[src/rtl/btn_input_bank_pkg.sv]
// Shared types and 50 MHz timing defaults for the push-button conditioner.
package btn_input_bank_pkg;

    localparam int DEF_N_BTN             = 4;
    localparam int DEF_DEBOUNCE_CYCLES   = 50000;      // 1 ms @ 50 MHz
    localparam int DEF_LONG_PRESS_CYCLES = 150000000;  // 3 s @ 50 MHz

    typedef enum logic [1:0] {
        BTN_IDLE      = 2'd0,
        BTN_HELD      = 2'd1,
        BTN_LONG_HELD = 2'd2
    } btn_state_t;

    // Per-channel outputs, all active-high
    typedef struct packed {
        logic level;
        logic press;
        logic rel;
        logic shrt;
        logic lng;
    } btn_evt_t;

endpackage

[src/rtl/btn_input_bank_if.sv]
// Button bank bus: raw pins in, debounced level and event pulses out.
interface btn_input_bank_if #(
    parameter int N_BTN = 4
);
    logic [N_BTN-1:0] btn_raw;
    logic [N_BTN-1:0] btn_level;
    logic [N_BTN-1:0] btn_press;
    logic [N_BTN-1:0] btn_release;
    logic [N_BTN-1:0] btn_short;
    logic [N_BTN-1:0] btn_long;

    // master: the conditioner bank; slave: pins driver / event consumer
    modport master (
        input  btn_raw,
        output btn_level, btn_press, btn_release, btn_short, btn_long
    );
    modport slave (
        output btn_raw,
        input  btn_level, btn_press, btn_release, btn_short, btn_long
    );
endinterface

[src/rtl/btn_channel.sv]
// One button: 2-flop sync, polarity normalise, debounce, press/release/short/long FSM.
// Latency: level and press/release follow a steady raw change by DEBOUNCE_CYCLES+2 edges.
// Backpressure: none; events are free-running single-cycle pulses.
module btn_channel
    import btn_input_bank_pkg::*;
#(
    parameter int DEBOUNCE_CYCLES   = DEF_DEBOUNCE_CYCLES,
    parameter int LONG_PRESS_CYCLES = DEF_LONG_PRESS_CYCLES,
    parameter bit ACTIVE_LOW        = 1'b1
) (
    input  logic     clk,
    input  logic     reset,
    input  logic     raw,
    output btn_evt_t evt
);
    localparam int DB_W = $clog2(DEBOUNCE_CYCLES + 1);
    localparam int LH_W = $clog2(LONG_PRESS_CYCLES + 1);
    localparam logic [DB_W-1:0] DB_LAST  = DB_W'(DEBOUNCE_CYCLES - 1);
    localparam logic [LH_W-1:0] HOLD_MAX = LH_W'(LONG_PRESS_CYCLES);
    localparam logic [LH_W-1:0] HOLD_PRE = LH_W'(LONG_PRESS_CYCLES - 1);

    logic            sync1;
    logic            sync2;
    logic            stable;
    logic [DB_W-1:0] db_cnt;
    logic [LH_W-1:0] hold_cnt;
    btn_state_t      state;

    logic norm;
    logic rise;
    logic fall;

    assign norm = sync2 ^ ACTIVE_LOW;
    // evt.level is stable delayed one edge, so edges of stable become registered pulses
    assign rise = stable & ~evt.level;
    assign fall = ~stable & evt.level;

    always_ff @(posedge clk) begin
        if (reset) begin
            sync1    <= ACTIVE_LOW;
            sync2    <= ACTIVE_LOW;
            stable   <= 1'b0;
            db_cnt   <= '0;
            hold_cnt <= '0;
            state    <= BTN_IDLE;
            evt      <= '0;
        end else begin
            sync1 <= raw;
            sync2 <= sync1;

            if (norm == stable) begin
                db_cnt <= '0;
            end else if (db_cnt == DB_LAST) begin
                stable <= norm;
                db_cnt <= '0;
            end else begin
                db_cnt <= db_cnt + 1'b1;
            end

            evt.level <= stable;
            evt.press <= 1'b0;
            evt.rel   <= 1'b0;
            evt.shrt  <= 1'b0;
            evt.lng   <= 1'b0;

            // Release is tested before the long-press threshold, so it wins a tie
            if (rise) begin
                evt.press <= 1'b1;
                hold_cnt  <= '0;
                state     <= BTN_HELD;
            end else if (fall) begin
                evt.rel   <= 1'b1;
                evt.shrt  <= (state == BTN_HELD);
                hold_cnt  <= '0;
                state     <= BTN_IDLE;
            end else if (evt.level) begin
                if (hold_cnt != HOLD_MAX) begin
                    hold_cnt <= hold_cnt + 1'b1;
                end
                case (state)
                    BTN_HELD: begin
                        if (hold_cnt == HOLD_PRE) begin
                            evt.lng <= 1'b1;
                            state   <= BTN_LONG_HELD;
                        end
                    end
                    default: ;
                endcase
            end
        end
    end

endmodule

[src/rtl/btn_input_bank.sv]
// N-channel push-button conditioner: one btn_channel per pin, vectors sliced per bit.
// Latency: DEBOUNCE_CYCLES+2 edges from first sampling of a steady raw change.
// Backpressure: none; all outputs are active-high levels or 1-cycle pulses.
module btn_input_bank
    import btn_input_bank_pkg::*;
#(
    parameter int               N_BTN             = DEF_N_BTN,
    parameter int               DEBOUNCE_CYCLES   = DEF_DEBOUNCE_CYCLES,
    parameter int               LONG_PRESS_CYCLES = DEF_LONG_PRESS_CYCLES,
    parameter logic [N_BTN-1:0] ACTIVE_LOW_MASK   = {N_BTN{1'b1}}
) (
    input  logic              clk,
    input  logic              reset,
    btn_input_bank_if.master  bus
);
    btn_evt_t evt [N_BTN];

    for (genvar i = 0; i < N_BTN; i++) begin : gen_ch
        btn_channel #(
            .DEBOUNCE_CYCLES   (DEBOUNCE_CYCLES),
            .LONG_PRESS_CYCLES (LONG_PRESS_CYCLES),
            .ACTIVE_LOW        (ACTIVE_LOW_MASK[i])
        ) u_ch (
            .clk   (clk),
            .reset (reset),
            .raw   (bus.btn_raw[i]),
            .evt   (evt[i])
        );

        assign bus.btn_level[i]   = evt[i].level;
        assign bus.btn_press[i]   = evt[i].press;
        assign bus.btn_release[i] = evt[i].rel;
        assign bus.btn_short[i]   = evt[i].shrt;
        assign bus.btn_long[i]    = evt[i].lng;
    end

endmodule
[src/flat_wrapper.sv]
// flat-port wrapper written by rule: the top's interface ports become plain ports
module btn_input_bank_flat import btn_input_bank_pkg::*;
#(
    parameter int               N_BTN             = DEF_N_BTN,
    parameter int               DEBOUNCE_CYCLES   = DEF_DEBOUNCE_CYCLES,
    parameter int               LONG_PRESS_CYCLES = DEF_LONG_PRESS_CYCLES,
    parameter logic [N_BTN-1:0] ACTIVE_LOW_MASK   = {N_BTN{1'b1}}
)
  (clk, reset, bus_btn_raw, bus_btn_level, bus_btn_press, bus_btn_release, bus_btn_short, bus_btn_long);
  btn_input_bank_if #(.N_BTN(N_BTN)) bus_i ();
  input  logic clk;
  input  logic reset;
  input wire logic [$bits(bus_i.btn_raw)-1:0] bus_btn_raw;
  output wire logic [$bits(bus_i.btn_level)-1:0] bus_btn_level;
  output wire logic [$bits(bus_i.btn_press)-1:0] bus_btn_press;
  output wire logic [$bits(bus_i.btn_release)-1:0] bus_btn_release;
  output wire logic [$bits(bus_i.btn_short)-1:0] bus_btn_short;
  output wire logic [$bits(bus_i.btn_long)-1:0] bus_btn_long;
  assign bus_i.btn_raw = bus_btn_raw;
  assign bus_btn_level = bus_i.btn_level;
  assign bus_btn_press = bus_i.btn_press;
  assign bus_btn_release = bus_i.btn_release;
  assign bus_btn_short = bus_i.btn_short;
  assign bus_btn_long = bus_i.btn_long;
  btn_input_bank #(.N_BTN(N_BTN), .DEBOUNCE_CYCLES(DEBOUNCE_CYCLES), .LONG_PRESS_CYCLES(LONG_PRESS_CYCLES), .ACTIVE_LOW_MASK(ACTIVE_LOW_MASK)) u_core (.clk(clk), .reset(reset), .bus(bus_i));
endmodule
[config.mk]
export PLATFORM = sky130hd
export DESIGN_NAME = btn_input_bank_flat
export DESIGN_NICKNAME = d
export VERILOG_FILES = /design/src/rtl/btn_input_bank_pkg.sv /design/src/rtl/btn_input_bank_if.sv /design/src/rtl/btn_channel.sv /design/src/rtl/btn_input_bank.sv /design/src/flat_wrapper.sv
export SDC_FILE = /design/constraint.sdc
export NUM_CORES = 1
export LEC_CHECK = 0
export BUFFER_PORTS_ARGS = -buffer_cell sky130_fd_sc_hd__buf_2
export CAP_MARGIN = 20
export CORE_ASPECT_RATIO = 0.8
export CORE_MARGIN = 5
export CORE_UTILIZATION = 55
export DETAILED_ROUTE_END_ITERATION = 8
export GPL_ROUTABILITY_DRIVEN = 0
export PLACE_DENSITY = 0.72
export SLEW_MARGIN = 0
export SYNTH_ARGS = -nofsm -noshare
export SYNTH_HDL_FRONTEND = slang
export SYNTH_SLANG_ARGS = --single-unit
[constraint.sdc]
create_clock -name clk -period 2.36 [get_ports clk]
set_clock_uncertainty 0.15 [all_clocks]
set_input_delay 0.236 -clock clk [delete_from_list [all_inputs] [get_ports clk]]
set_output_delay 0.236 -clock clk [all_outputs]
set_load 0.05 [all_outputs]
==> run summary, run 1 <==
The final net count was 1153; the placed cell area was 10000 sq um. The clock input transition at the sequential cells of the worst setup and hold paths is 0.06 ns. The global routing stage identified its most utilized layer as met2.

After detailed routing, the number of remaining DRC violations is 0. CTS placed an instance of clkbuf_16 at the clock tree root. Instance count after placement with tap cells included: 1319. The tools report the worst hold endpoint as u_core.gen_ch[3].u_ch.sync2.

The count of flip-flops with a built-in enable after synthesis was 0. The clock reaches the later pin of the worst-skew pair after 0.50 ns. Via count of the first global-routing pass: 7031. After legalization and detailed placement, the total HPWL measured 12600 microns. The leakage power total is 3.78 nW, and the overall die area is 20300 sq um. The post-layout minimum cycle time is 2.20 ns. The max-capacitance violation count was 0. Post-detailed-route count of antenna-violating nets: 0. Synthesis instantiated 60 different standard cells from the library. The initial antenna violation count is 0, and the buffer and inverter count on the worst path is 0.

STA puts the critical path data required time at 2.59 ns. The number of nets in the synthesized netlist is 1114. Traced cell by cell, the critical path runs through or4b_2, nor4_1, a31oi_1, nor2_1, mux2_1. In this run the critical register-to-register path is launched from u_core.gen_ch[1].u_ch.hold_cnt[11]. Setup repair after global routing left no endpoint under its margin. The logs give 0.159 ns for the minimum setup slack in the final design and 1363 for the post-route non-filler standard cell count. Relative to the synthesized area, the layout overhead comes to 12.0%. The largest single stage delay on the critical path is 0.65 ns. The number of endpoints failing setup at the final stage was 0; the post-detailed-route via-to-cell ratio was 5.48. The tools report the critical path data arrival time as 2.43 ns.

For the number of warnings printed during yosys synthesis, the log shows 0. The number of buffers inserted by port buffering works out to 25. Maximum frequency from static timing analysis: 0.454 GHz. Classification of the worst setup path: register to register. The repair_antennas step left the layout with diodes totalling 0. The instance count along the most critical hold path was 1. The logs give 10800 sq um for the final cell area excluding filler cells and 51.7% for the sequential power share. Of the synthesized area, sequential elements account for 44.9%. Across every metal layer, demand over resource in global routing totals 18.4%.

The run gives 18500 microns as the sum of routed wire length over all layers. STA classifies the critical path endpoint as a register. Entering global routing, the biggest net connects 31 pins.

Summing internal, switching and leakage power gives 7.08 mW. The kind of cell with the highest combined delay along the critical path is simple AND/OR/NAND/NOR gates. VDD sags by at most 0.499 mV. The minimum setup slack after placement was 0.133 ns; the number of filler cells placed in the layout was 1473. The run gives 1084 as the gate count of the mapped netlist.

The initial utilization of the core area, before any placement, comes to 55.8%. The startpoint type of the worst setup path was a register. The maximum clock insertion buffer count was 3. Summing every instance area after synthesis gives 9630 sq um.

In the global route stage, met2 resource usage came out at 28.6%. Summed over all nets, the switching power comes to 1.45 mW. For this design the top-level I/O count stands at 26. In this run the power density over the cells is 657 nW/um^2. In the final layout, the share of cells above drive strength 1 is 10.2%. Summed over all failing endpoints, the final setup total negative slack is 0 ns.

Relative slew slack: 64.4%. The total area inside the core boundary comes to 17300 sq um. From left edge to right edge, the die measures 158 microns. The number of iterations in the first detailed-routing pass is 5, and the utilization after layout is 62.4%. For the pin with the worst max-slew slack, the measured transition is 0.532 ns. Main flop type after synthesis: dfxtp_1. For this design, the sink count on the clock tree is 216.

The met1 routing resource usage after global routing came out at 27.0%. The largest individual stage delay along the critical path comes from the cell or4b_2. The standard-cell row count came out at 43.

Counting cells, the worst reg-to-reg path comes to 5. Of all flip-flops after synthesis, the portion carrying an async set or reset was 0%. The final route contains 7473 vias. For the hold violation total from the final report, the log shows 0.

The first global-routing pass estimated 32400 microns of wire. The total overflow left after global routing is 0. For the initial DRC count, the log shows 383.

The combinational power share is 1.2%, and the internal cell power is 5.63 mW. TritonCTS built the clock tree. The clock network accounts for 47.1% of the total power. The tools report the beginning of the worst hold path as u_core.gen_ch[3].u_ch.sync1.

The worst register-to-register path has a setup slack of 0.16 ns. The mean cell area of the mapped netlist is 8.89 sq um. The logs give 0 for the post-CTS repair timing setup buffer count and 1 for the H-tree depth. In this run switching power makes up 20.5% of total power.

The flow ran to the end, and the final reports show no timing, DRC or antenna violations. Hold timing on the final database bottoms out at a slack of 0.258 ns. The min-delay analysis places its worst path in the category register to register. The final cycle utilization of the critical path was 93.2%; the max-slew violation count was 0. In the global route stage, met3 resource usage came out at 2.89%. Measured along the y axis, the die boundary spans 128 microns.

Dividing the detail-routed wire length by the instance count gives 13.6 microns. Synthesis inferred 216 register bits. Along the worst path, the maximum fanout reaches 7. The endpoint identified for the worst register-to-register timing path is u_core.gen_ch[1].u_ch.state[0]. For the total CTS buffers, the log shows 22.
[flip-flops by register name, indices dropped and copies added, names as in the netlist]
name                         cells
u_core.gen_ch.u_ch.evt          20
u_core.gen_ch.u_ch.sync2         4
u_core.gen_ch.u_ch.db_cnt       64
u_core.gen_ch.u_ch.state         8
u_core.gen_ch.u_ch.stable        4
u_core.gen_ch.u_ch.hold_cnt    112
u_core.gen_ch.u_ch.sync1         4
[worst max path at each step]
stage	from	endpoint	slack [ns]	cells past startpoint
after floorplan	u_core.gen_ch[3].u_ch.evt[4]	u_core.gen_ch[3].u_ch.hold_cnt[20]	0.07	6
after CTS	u_core.gen_ch[0].u_ch.hold_cnt[11]	u_core.gen_ch[0].u_ch.state[0]	0.12	5
after global placement	u_core.gen_ch[1].u_ch.hold_cnt[10]	u_core.gen_ch[1].u_ch.state[0]	0.16	5
after detailed placement	u_core.gen_ch[0].u_ch.hold_cnt[11]	u_core.gen_ch[0].u_ch.state[0]	0.13	5
after global routing	u_core.gen_ch[1].u_ch.hold_cnt[11]	u_core.gen_ch[1].u_ch.state[0]	0.04	5
final	u_core.gen_ch[1].u_ch.hold_cnt[11]	u_core.gen_ch[1].u_ch.state[0]	0.16	5
[area by class of cell]
type                    count  area [sq um]  area share [%]
clock buffers              29           618            5.73
multi-input cells         799          5030            46.6
repair buffers             50           325            3.02
flip-flops and latches    216          4330            40.1
clock inverters            10          77.6           0.719
inverters                  34           128            1.18
well taps                 225           282            2.61
[worst register-to-register path, stage by stage (launching register included)]
cell and delay, ns:
dfxtp_1 0.36, or4b_2 0.65, nor4_1 0.35, a31oi_1 0.14, nor2_1 0.12, mux2_1 0.32
[synthesized netlist by cell type (25+ instances only)]
master | number | area share, %
nor3_1 | 25 | 1.3
or3_1 | 30 | 1.9
xnor2_1 | 57 | 5.2
a21oi_1 | 28 | 1.5
nand2_1 | 61 | 2.4
clkbuf_1 | 25 | 0.97
nor2_1 | 188 | 7.3
xor2_1 | 85 | 7.7
inv_1 | 34 | 1.3
o21ai_0 | 25 | 1.3
nand3_1 | 60 | 3.1
nand4_1 | 49 | 3.2
dfxtp_1 | 216 | 45
[per-layer routing]
| metal | share of wire (%) | wire, microns |
|---|---|---|
| met5 | 0 | 0 |
| met4 | 2.1 | 386 |
| met3 | 3.1 | 578 |
| met2 | 44 | 8060 |
| met1 | 51 | 9500 |
[power by group through the flow]
stage / clock network (mW) / registers, mW / logic [mW]
CTS: 3.43 / 3.66 / 0.0892
finish: 3.34 / 3.66 / 0.0870
detailed placement: 0 / 3.74 / 0.0825
global route: 3.59 / 3.66 / 0.0984
floorplan: 0 / 3.74 / 0.0554
global placement: 0 / 3.74 / 0.0820
[cell usage in the layout (no fill, tap or decap), types with 4 or more instances in the layout]
master	n
a21oi_1	28
and3_1	24
and4_1	16
buf_2	25
buf_4	20
clkbuf_1	4
clkbuf_16	23
clkinv_2	8
dfxtp_1	215
dlygate4sd3_1	5
ha_1	24
inv_1	34
nand2_1	61
nand3_1	60
nand4_1	49
nor2_1	188
nor2b_1	9
nor3_1	24
nor3b_1	6
nor4_1	16
nor4b_1	7
nor4bb_1	9
o21ai_0	25
or2_2	11
or3_1	30
or4_1	10
xnor2_1	57
xor2_1	85
[what timing repair did]
action,in CTS,in global routing
gates resized for setup,0,1
hold endpoints to repair,8,0
hold buffers,5,0
setup endpoints to repair,0,1
[logic make-up (layout without fill, tap and decap cells)]
logic type / Yosys count / after routing / synth area share (%)
multiplexers: 7 / 7 / 0.779
buffers and inverters: 69 / 123 / 2.96
XOR/XNOR: 142 / 142 / 12.9
adder cells (fa/ha/maj): 24 / 24 / 3.12
flip-flops: 216 / 216 / 44.9
AND/OR/NAND/NOR: 556 / 556 / 31.2
AO/OA/AOI/OAI: 70 / 70 / 4.17
No activity file was read; power rests on OpenSTA's default activity.
==> run 2, diff against run 1 <==
--- a/config.mk
+++ b/config.mk
@@ -7,7 +7,7 @@
 export LEC_CHECK = 0
 export BUFFER_PORTS_ARGS = -buffer_cell sky130_fd_sc_hd__buf_2
 export CAP_MARGIN = 20
-export CORE_ASPECT_RATIO = 0.8
+export CORE_ASPECT_RATIO = 0.75
 export CORE_MARGIN = 5
 export CORE_UTILIZATION = 55
 export DETAILED_ROUTE_END_ITERATION = 8
==> run summary, run 2 (same netlist as run 1, synthesis figures left out) <==
The startpoint of the worst-slack reg-to-reg timing path was u_core.gen_ch[1].u_ch.hold_cnt[10]. STA classifies the critical path endpoint as a register. The initial antenna violation count is 0. The worst setup path is launched from a register. The run gives 20300 sq um as the overall die area.

The endpoint identified for the worst register-to-register timing path is u_core.gen_ch[1].u_ch.state[0]. For this run, the slowest stage of the critical path takes 0.66 ns. The analysis attributes to cell leakage a power of 3.82 nW. The run gives 56.6% as the effective utilization at floorplan. Instance count along the most critical hold path: 1.

The critical path goes through or4b_2, nor4_1, a31oi_1, nor2_1, mux2_1. Number of clock sinks: 216. Cells fill 63.9% of the core in the end. The clock passes through at most 3 buffers.

The final route contains 7413 vias. Detailed placement finished with a half-perimeter wire length of 12500 microns. Leftover overflow at the end of global routing: 0.

The cell depth of the worst flop-to-flop path is 5. At the placement stage, the worst setup path has a slack of 0.175 ns. At the later pin of the worst-skew pair, clock insertion delay measures 0.50 ns.

The tools report the beginning of the worst hold path as u_core.gen_ch[0].u_ch.sync1. Relative slew slack: 62.5%. The largest driver fanout on the critical path works out to 4. Overall power consumption: 7.38 mW. In this run the worst hold path is classified as register to register. 0 antenna diodes ended up in the layout. Input and output buffers added on the ports amount to 25.

Setup repair after global routing left no endpoint under its margin. The largest register by flop count was u_core.gen_ch.u_ch.hold_cnt. The run gives 0 as the hold violation total from the final report. In the layout the commonest cells are dfxtp_1 (215), nor2_1 (188), xor2_1 (85).

In this run the worst setup path begins at u_core.gen_ch[1].u_ch.hold_cnt[10]. Fill cells in the final layout number 1478. TritonCTS built the clock tree.

Wires add up to 18400 microns. The maximum frequency from static timing analysis was 0.448 GHz. Across all hold checks on the routed design, the worst slack comes to 0.258 ns.

The first global-routing pass estimated 32800 microns of wire. Measured along the y axis, the die boundary spans 125 microns. The flip-flop count of the largest register after layout was 112; the signed area change from the synthesized netlist to the final layout was 13.0%. In the final layout, the multi-input gates occupy 5020 sq um.

In this run the remaining antenna-violating nets after routing total 0. The region available for standard cell placement spans 17000 sq um. The initialized floorplan defines 41 standard-cell rows. The die span in x came out at 163 microns.

The classification of the worst setup path was register to register. Among cell families on the critical path, the largest total delay comes from simple AND/OR/NAND/NOR gates. 26 I/O pins were placed. The max-slew violation count is 0. At the pin with the least slew margin, the transition time is 0.563 ns. The run gives 6835 as the via count of the first global-routing pass.

Post-CTS repair timing setup buffer count: 0. The buffer and inverter count on the worst path works out to 0. After the first detailed-routing iteration, the DRC count stood at 493. Data on the critical path is required at its endpoint by 2.60 ns.

CTS placed an instance of clkbuf_16 at the clock tree root. The detailed-route wire length per cell was 13.4 microns. The master of the slowest instance on the critical path was or4b_2.

The first detailed-routing pass ran for 5 iterations. The run finished with clean final reports. The post-detailed-route via-to-cell ratio works out to 5.39. Counting the buffers created by CTS gives 22. The remaining design rule violation count was 0; the number of endpoints failing setup at the final stage was 0. IR analysis of the VDD net gives a maximum drop of 0.484 mV.

Dividing total power by cell area gives a power density of 678 nW/um^2. In the final layout, flip-flops and latches occupy 4330 sq um. For hold timing, the worst endpoint is u_core.gen_ch[0].u_ch.sync2. After the last flow step, the layout net total stands at 1155. In the global route stage, overall resource usage came out at 18.4%.

STA puts the critical path data arrival time at 2.47 ns. Gates resized during post-CTS repair numbered 0. For flop-to-flop paths, the worst setup slack is 0.13 ns. The logs give 0 for the max-capacitance violation count and 1 for the H-tree depth. Entering global routing, the biggest net connects 31 pins. The worst path meets setup with 0.126 ns of slack. After clock tree synthesis, the clock-pin slew on the worst setup and hold paths is 0.06 ns.

The proportion of layout cells with a drive suffix above 1 came out at 10.3%. The final cycle utilization of the critical path works out to 94.6%. The most frequent standard cell in the layout excluding fill and tap cells is dfxtp_1. The largest registers in the layout are u_core.gen_ch.u_ch.hold_cnt x112, u_core.gen_ch.u_ch.db_cnt x64, u_core.gen_ch.u_ch.evt x20. The accumulated negative setup slack is 0 ns, and the post-layout minimum cycle time is 2.23 ns.
==> run 2: worst max path at each step <==
stage                                                     to  slack [ns]  cells after the start
final                         u_core.gen_ch[1].u_ch.state[0]        0.13                      5
after global routing          u_core.gen_ch[1].u_ch.state[0]       0.001                      5
after CTS                     u_core.gen_ch[1].u_ch.state[0]        0.16                      5
after detailed placement      u_core.gen_ch[1].u_ch.state[0]        0.18                      5
after global placement        u_core.gen_ch[1].u_ch.state[0]        0.16                      5
after floorplan           u_core.gen_ch[3].u_ch.hold_cnt[20]        0.07                      6
==> run 2: cell type report <==
| class | count | area share (%) |
|---|---|---|
| multi-input combinational | 799 | 46.1 |
| sequential | 216 | 39.7 |
| clock buffer | 32 | 6.06 |
| timing repair buffer | 52 | 3.13 |
| tap | 236 | 2.71 |
| inverter | 34 | 1.17 |
| clock inverter | 7 | 1.05 |
==> run 2: metrics by stage <==
step	cell area (sq um)	cells
2_1_floorplan	9630	1084
3_3_place_gp	10100	1332
3_5_place_dp	10100	1332
4_1_cts	10900	1376
5_1_grt	10900	1376
6_report	10900	1376
==> run 2: metal layers <==
layer	wire length, microns	GRT usage (%)	part of all wire [%]
met3	709	3.14	3.8
met5	0	0	0
met4	266	3.55	1.4
met2	7630	26.2	41
met1	9840	29.1	53
==> run 2: power by group <==
part           leakage, nW  switching [mW]  internal, mW
sequential            1.74         0.00445          3.65
clock                0.382            1.37          2.26
combinational         1.70          0.0599        0.0282
==> run 2: what timing repair did <==
action,CTS,global route
endpoints found under the setup margin,0,0
hold buffers,5,0
hold endpoints to repair,7,0
==> run 3, diff against run 2 <==
--- a/config.mk
+++ b/config.mk
@@ -5,14 +5,17 @@
 export SDC_FILE = /design/constraint.sdc
 export NUM_CORES = 1
 export LEC_CHECK = 0
+export ABC_AREA = 1
 export BUFFER_PORTS_ARGS = -buffer_cell sky130_fd_sc_hd__buf_2
 export CAP_MARGIN = 20
+export CELL_PAD_IN_SITES_DETAIL_PLACEMENT = 2
+export CELL_PAD_IN_SITES_GLOBAL_PLACEMENT = 2
 export CORE_ASPECT_RATIO = 0.75
 export CORE_MARGIN = 5
-export CORE_UTILIZATION = 55
+export CORE_UTILIZATION = 35
 export DETAILED_ROUTE_END_ITERATION = 8
 export GPL_ROUTABILITY_DRIVEN = 0
-export PLACE_DENSITY = 0.72
+export PLACE_DENSITY_LB_ADDON = 0.1
 export SLEW_MARGIN = 0
 export SYNTH_ARGS = -nofsm -noshare
 export SYNTH_HDL_FRONTEND = slang
==> constraint.sdc (replaced) <==
create_clock -name clk -period 2.2 [get_ports clk]
set_clock_uncertainty 0.15 [all_clocks]
set_input_delay 0.22 -clock clk [delete_from_list [all_inputs] [get_ports clk]]
set_output_delay 0.22 -clock clk [all_outputs]
set_load 0.05 [all_outputs]
==> run summary, run 3 <==
The flow ran to the end, and the final reports show no timing, DRC or antenna violations. More flip-flops sit in one register than any other, and that register is u_core.gen_ch.u_ch.hold_cnt. The number of clock sinks came out at 216. In the layout the commonest cells are nand2_1 (630), nor2_1 (315), dfxtp_1 (213). The buffer and inverter count on the worst path was 4. The post-detailed-route via-to-cell ratio was 4.97.

The run gives 59 as the standard-cell row count. Once the clock tree was built, the setup fixing pass inserted 0 buffers. The number of synthesized register bits is 216, and the detailed-route wire length per cell is 16.8 microns. The mean cell area of the mapped netlist is 6.50 sq um, and the area share of xor/xnor cells in the synthesized design is 5.37%. The tools report the met1 routing resource usage after global routing as 29.6%. The initial utilization of the core area, before any placement, comes to 35.3%.

The largest single stage delay on the critical path is 0.32 ns. The number of distinct library cell variants in the gate-level netlist after synthesis came out at 42. The class of the tightest hold or removal check was register to register. The clock network burns 51.3% of the power. For flop-to-flop paths, the worst setup slack is 0.16 ns. The total nets after synthesis came out at 1910. Yosys instantiated no cell more often than nand2_1. The instance count along the most critical hold path was 1; the insertion delay to the later sink of the worst-skew pair was 0.55 ns.

The combinational power share is 1.5%, and the post-layout minimum cycle time is 2.04 ns. The buffer cell driving the clock tree root is clkbuf_16. The most frequent standard cell in the layout excluding fill and tap cells is nand2_1. Among all stages on the critical path, the largest delay is contributed by dfxtp_1. In the global route stage, overall resource usage came out at 20.8%.

The worst-case IR drop observed on VDD is 0.499 mV. Cells with a size suffix above 1 make up 9.89% of the layout. The share of the Yosys chip area taken by registers is 35.4%. Setup repair after global routing left no endpoint under its margin. Of the total power, the share spent switching nets is 22.0%. In the synthesized netlist the async set-or-reset flop fraction comes to 0%. The max-slew violation count came out at 0. Post-synthesis share of cell area spent on full adders, half adders and majority gates: 2.46%.

In this run the worst setup path begins at u_core.gen_ch[1].u_ch.hold_cnt[0]. The minimum setup slack in the final design is 0.160 ns. The signed area change from the synthesized netlist to the final layout is 13.7%.

Summed over its instances, the top area cell type makes up 35.4% of the synthesized netlist area. The main flop type after synthesis was dfxtp_1. Family of cells with the greatest summed delay on the critical path: simple AND/OR/NAND/NOR gates.

The final net count was 1978; the leftover overflow at the end of global routing was 0. The clock input transition at the sequential cells of the worst setup and hold paths came out at 0.06 ns. The die covers 38800 sq um. Hold timing on the final database bottoms out at a slack of 0.281 ns.

Summing the areas of all and, or, nand and nor instances in the mapped netlist gives 41.8% of the synthesized area. Summing over every cut layer, the via total after detailed routing is 12015. Data on the critical path is required at its endpoint by 2.54 ns.

The total CTS buffers came out at 26. Startpoint of the worst-slack reg-to-reg timing path: u_core.gen_ch[1].u_ch.hold_cnt[0]. Entering global routing, the biggest net connects 29 pins. For this design the ratio of total power to cell area is 599 nW/um^2. The relative slew slack is 62.6%.

The critical path is of the register to register type. The count of flip-flops with a built-in enable after synthesis came out at 0. STA classifies the critical path endpoint as a register. The cell type with the highest occurrence count on the critical path was nand2_1. Measured against the total synthesized area, the mux share comes to 0%. Counting every instance in the synthesized netlist gives 1880. The number of iterations in the first detailed-routing pass is 4.

Summing the areas of all compound-gate instances in the mapped netlist gives 7.15% of the synthesized area. The beginning of the worst hold path is u_core.gen_ch[3].u_ch.sync1. For this run, design rule violations remaining after detail routing come to 0.

The die extent in y came out at 172 microns. Setup violations remaining at the end of the flow were counted as 0. Dividing the final minimum period by the clock period gives 92.7%. The initial antenna violation count came out at 0. The post-synthesis instance area is 12200 sq um, and the half-perimeter wire length of the detailed placement result is 30300 microns.

The commonest cells after synthesis are nand2_1 (630), nor2_1 (318), dfxtp_1 (216). The sequential power share came out at 47.2%. Startpoint type of the worst setup path: a register.

At the placement stage, the worst setup path has a slack of 0.0229 ns. The count of boundary I/O pins is 26, and the die span in x is 226 microns. The Yosys step of the flow raised 0 warnings. The H-tree depth was 1; the sum of routed wire length over all layers was 40500 microns. In this run the remaining antenna-violating nets after routing total 0.

The hold violation total from the final report was 0; the register area was 4330 sq um. For this design the total switching power over the nets is 1.84 mW. The largest registers in the layout are u_core.gen_ch.u_ch.hold_cnt x112, u_core.gen_ch.u_ch.db_cnt x64, u_core.gen_ch.u_ch.evt x20.

For the via count of the first global-routing pass, the log shows 13037. The number of antenna diodes in the final layout is 0. Critical path data arrival time: 2.38 ns. TritonCTS built the clock tree. In this run the worst path has a maximum fanout of 5. The detailed router finished its first iteration with 422 violations. Counting the fill cells in the layout gives 4281. The register with the most flip-flops in the layout has 112 of them. The capture instance of the worst register-to-register path was u_core.gen_ch[1].u_ch.hold_cnt[18]. For this design the static power due to leakage is 4.87 nW. The cell depth of the worst flop-to-flop path was 12; the area used by multi-input combinational logic was 6980 sq um.

Slew of the pin with the lowest slew margin: 0.556 ns. Global routing used 35.0% of the available met2 tracks. The tools report the worst hold endpoint as u_core.gen_ch[3].u_ch.sync2.

The logs give 67300 microns for the global-route wire length before repair and 0 ns for the accumulated negative setup slack. The number of buffers inserted by port buffering is 25. The core region is 34600 sq um.

By area, the combinational part of the netlist is dominated by simple AND/OR/NAND/NOR gates. The signal on the critical path passes through buf_4, ha_1, nand3_2, inv_1, nand2_1, inv_1, nand2_1, nor2_1, nand2_1, nand2_1, inv_1, nor2_1. Ranked by total cell area, the synthesized netlist is headed by dfxtp_1 (35%), nand2_1 (19%), nor2_1 (9.8%). The most utilized layer in the global route result was met2.

The run gives 0.490 GHz as the maximum frequency from static timing analysis. dfxtp_1 takes more of the synthesized area than any other cell. The maximum clock insertion buffer count is 3, and the max-capacitance violation count is 0. The logs give 6.49 mW for the internal cell power and 2.27% for the met3 demand-to-capacity share in global routing.
==> run 3: worst max path at each step <==
| stage | cells past startpoint | to | slack (ns) |
|---|---|---|---|
| after floorplan | 6 | u_core.gen_ch[2].u_ch.hold_cnt[20] | 0.06 |
| after global placement | 11 | u_core.gen_ch[1].u_ch.hold_cnt[18] | 0.12 |
| after detailed placement | 9 | u_core.gen_ch[1].u_ch.hold_cnt[17] | 0.02 |
| after CTS | 11 | u_core.gen_ch[1].u_ch.hold_cnt[18] | 0.02 |
| after global routing | 6 | u_core.gen_ch[1].u_ch.hold_cnt[17] | 0.0005 |
| final | 12 | u_core.gen_ch[1].u_ch.hold_cnt[18] | 0.16 |
==> run 3: cells by family (layout without fill, tap and decap cells) <==
family | count (synthesis) | after routing
AND/OR/NAND/NOR | 1195 | 1195
AO/OA/AOI/OAI | 156 | 157
XOR/XNOR | 75 | 75
adder cells (fa/ha/maj) | 24 | 24
flip-flops | 216 | 216
buffers and inverters | 214 | 294
==> run 3: timing repair <==
item | in CTS | in global routing
hold buffers | 9 | 0
endpoints found under the hold margin | 10 | 0
setup endpoints to repair | 0 | 58
gates resized for setup | 0 | 8
==> run 3: worst register-to-register path, cell delays in order (launching register included) <==
cell and delay, ns:
dfxtp_1 0.32, buf_4 0.13, ha_1 0.22, nand3_2 0.15, inv_1 0.16, nand2_1 0.14
inv_1 0.13, nand2_1 0.06, nor2_1 0.20, nand2_1 0.11, nand2_1 0.10, inv_1 0.04
nor2_1 0.07
==> run 3: through the flow <==
| step | std cells | instance area [sq um] | total power [mW] | utilization [%] |
|---|---|---|---|---|
| finish | 2418 | 13900 | 8.32 | 40.2 |
| global placement | 2367 | 13000 | 4.13 | 37.4 |
| global route | 2418 | 13900 | 8.62 | 40.2 |
| floorplan | 1880 | 12200 | 4.08 | - |
| detailed placement | 2367 | 13000 | 4.13 | 37.4 |
| CTS | 2417 | 13900 | 8.48 | 40.0 |
==> run 3: routing by layer <==
layer  wire length, microns  part of all wire (%)
met5                      0                     0
met4                    639                   1.6
met3                    868                   2.1
met2                  18400                    45
met1                  20600                    51
==> run 3: power by group through the flow <==
stage / logic (mW) / clock network, mW / registers [mW]
finish: 0.128 / 4.27 / 3.93
global route: 0.142 / 4.55 / 3.92
CTS: 0.130 / 4.43 / 3.93
detailed placement: 0.118 / 0 / 4.01
global placement: 0.114 / 0 / 4.01
floorplan: 0.0702 / 0 / 4.01
==> run 3: area by class of cell <==
type / count / share of cell area [%]
multi-input cells: 1451 / 50.2
inverters: 179 / 4.87
well taps: 457 / 4.11
clock inverters: 2 / 0.252
clock buffers: 39 / 5.62
flip-flops and latches: 216 / 31.1
repair buffers: 74 / 3.80
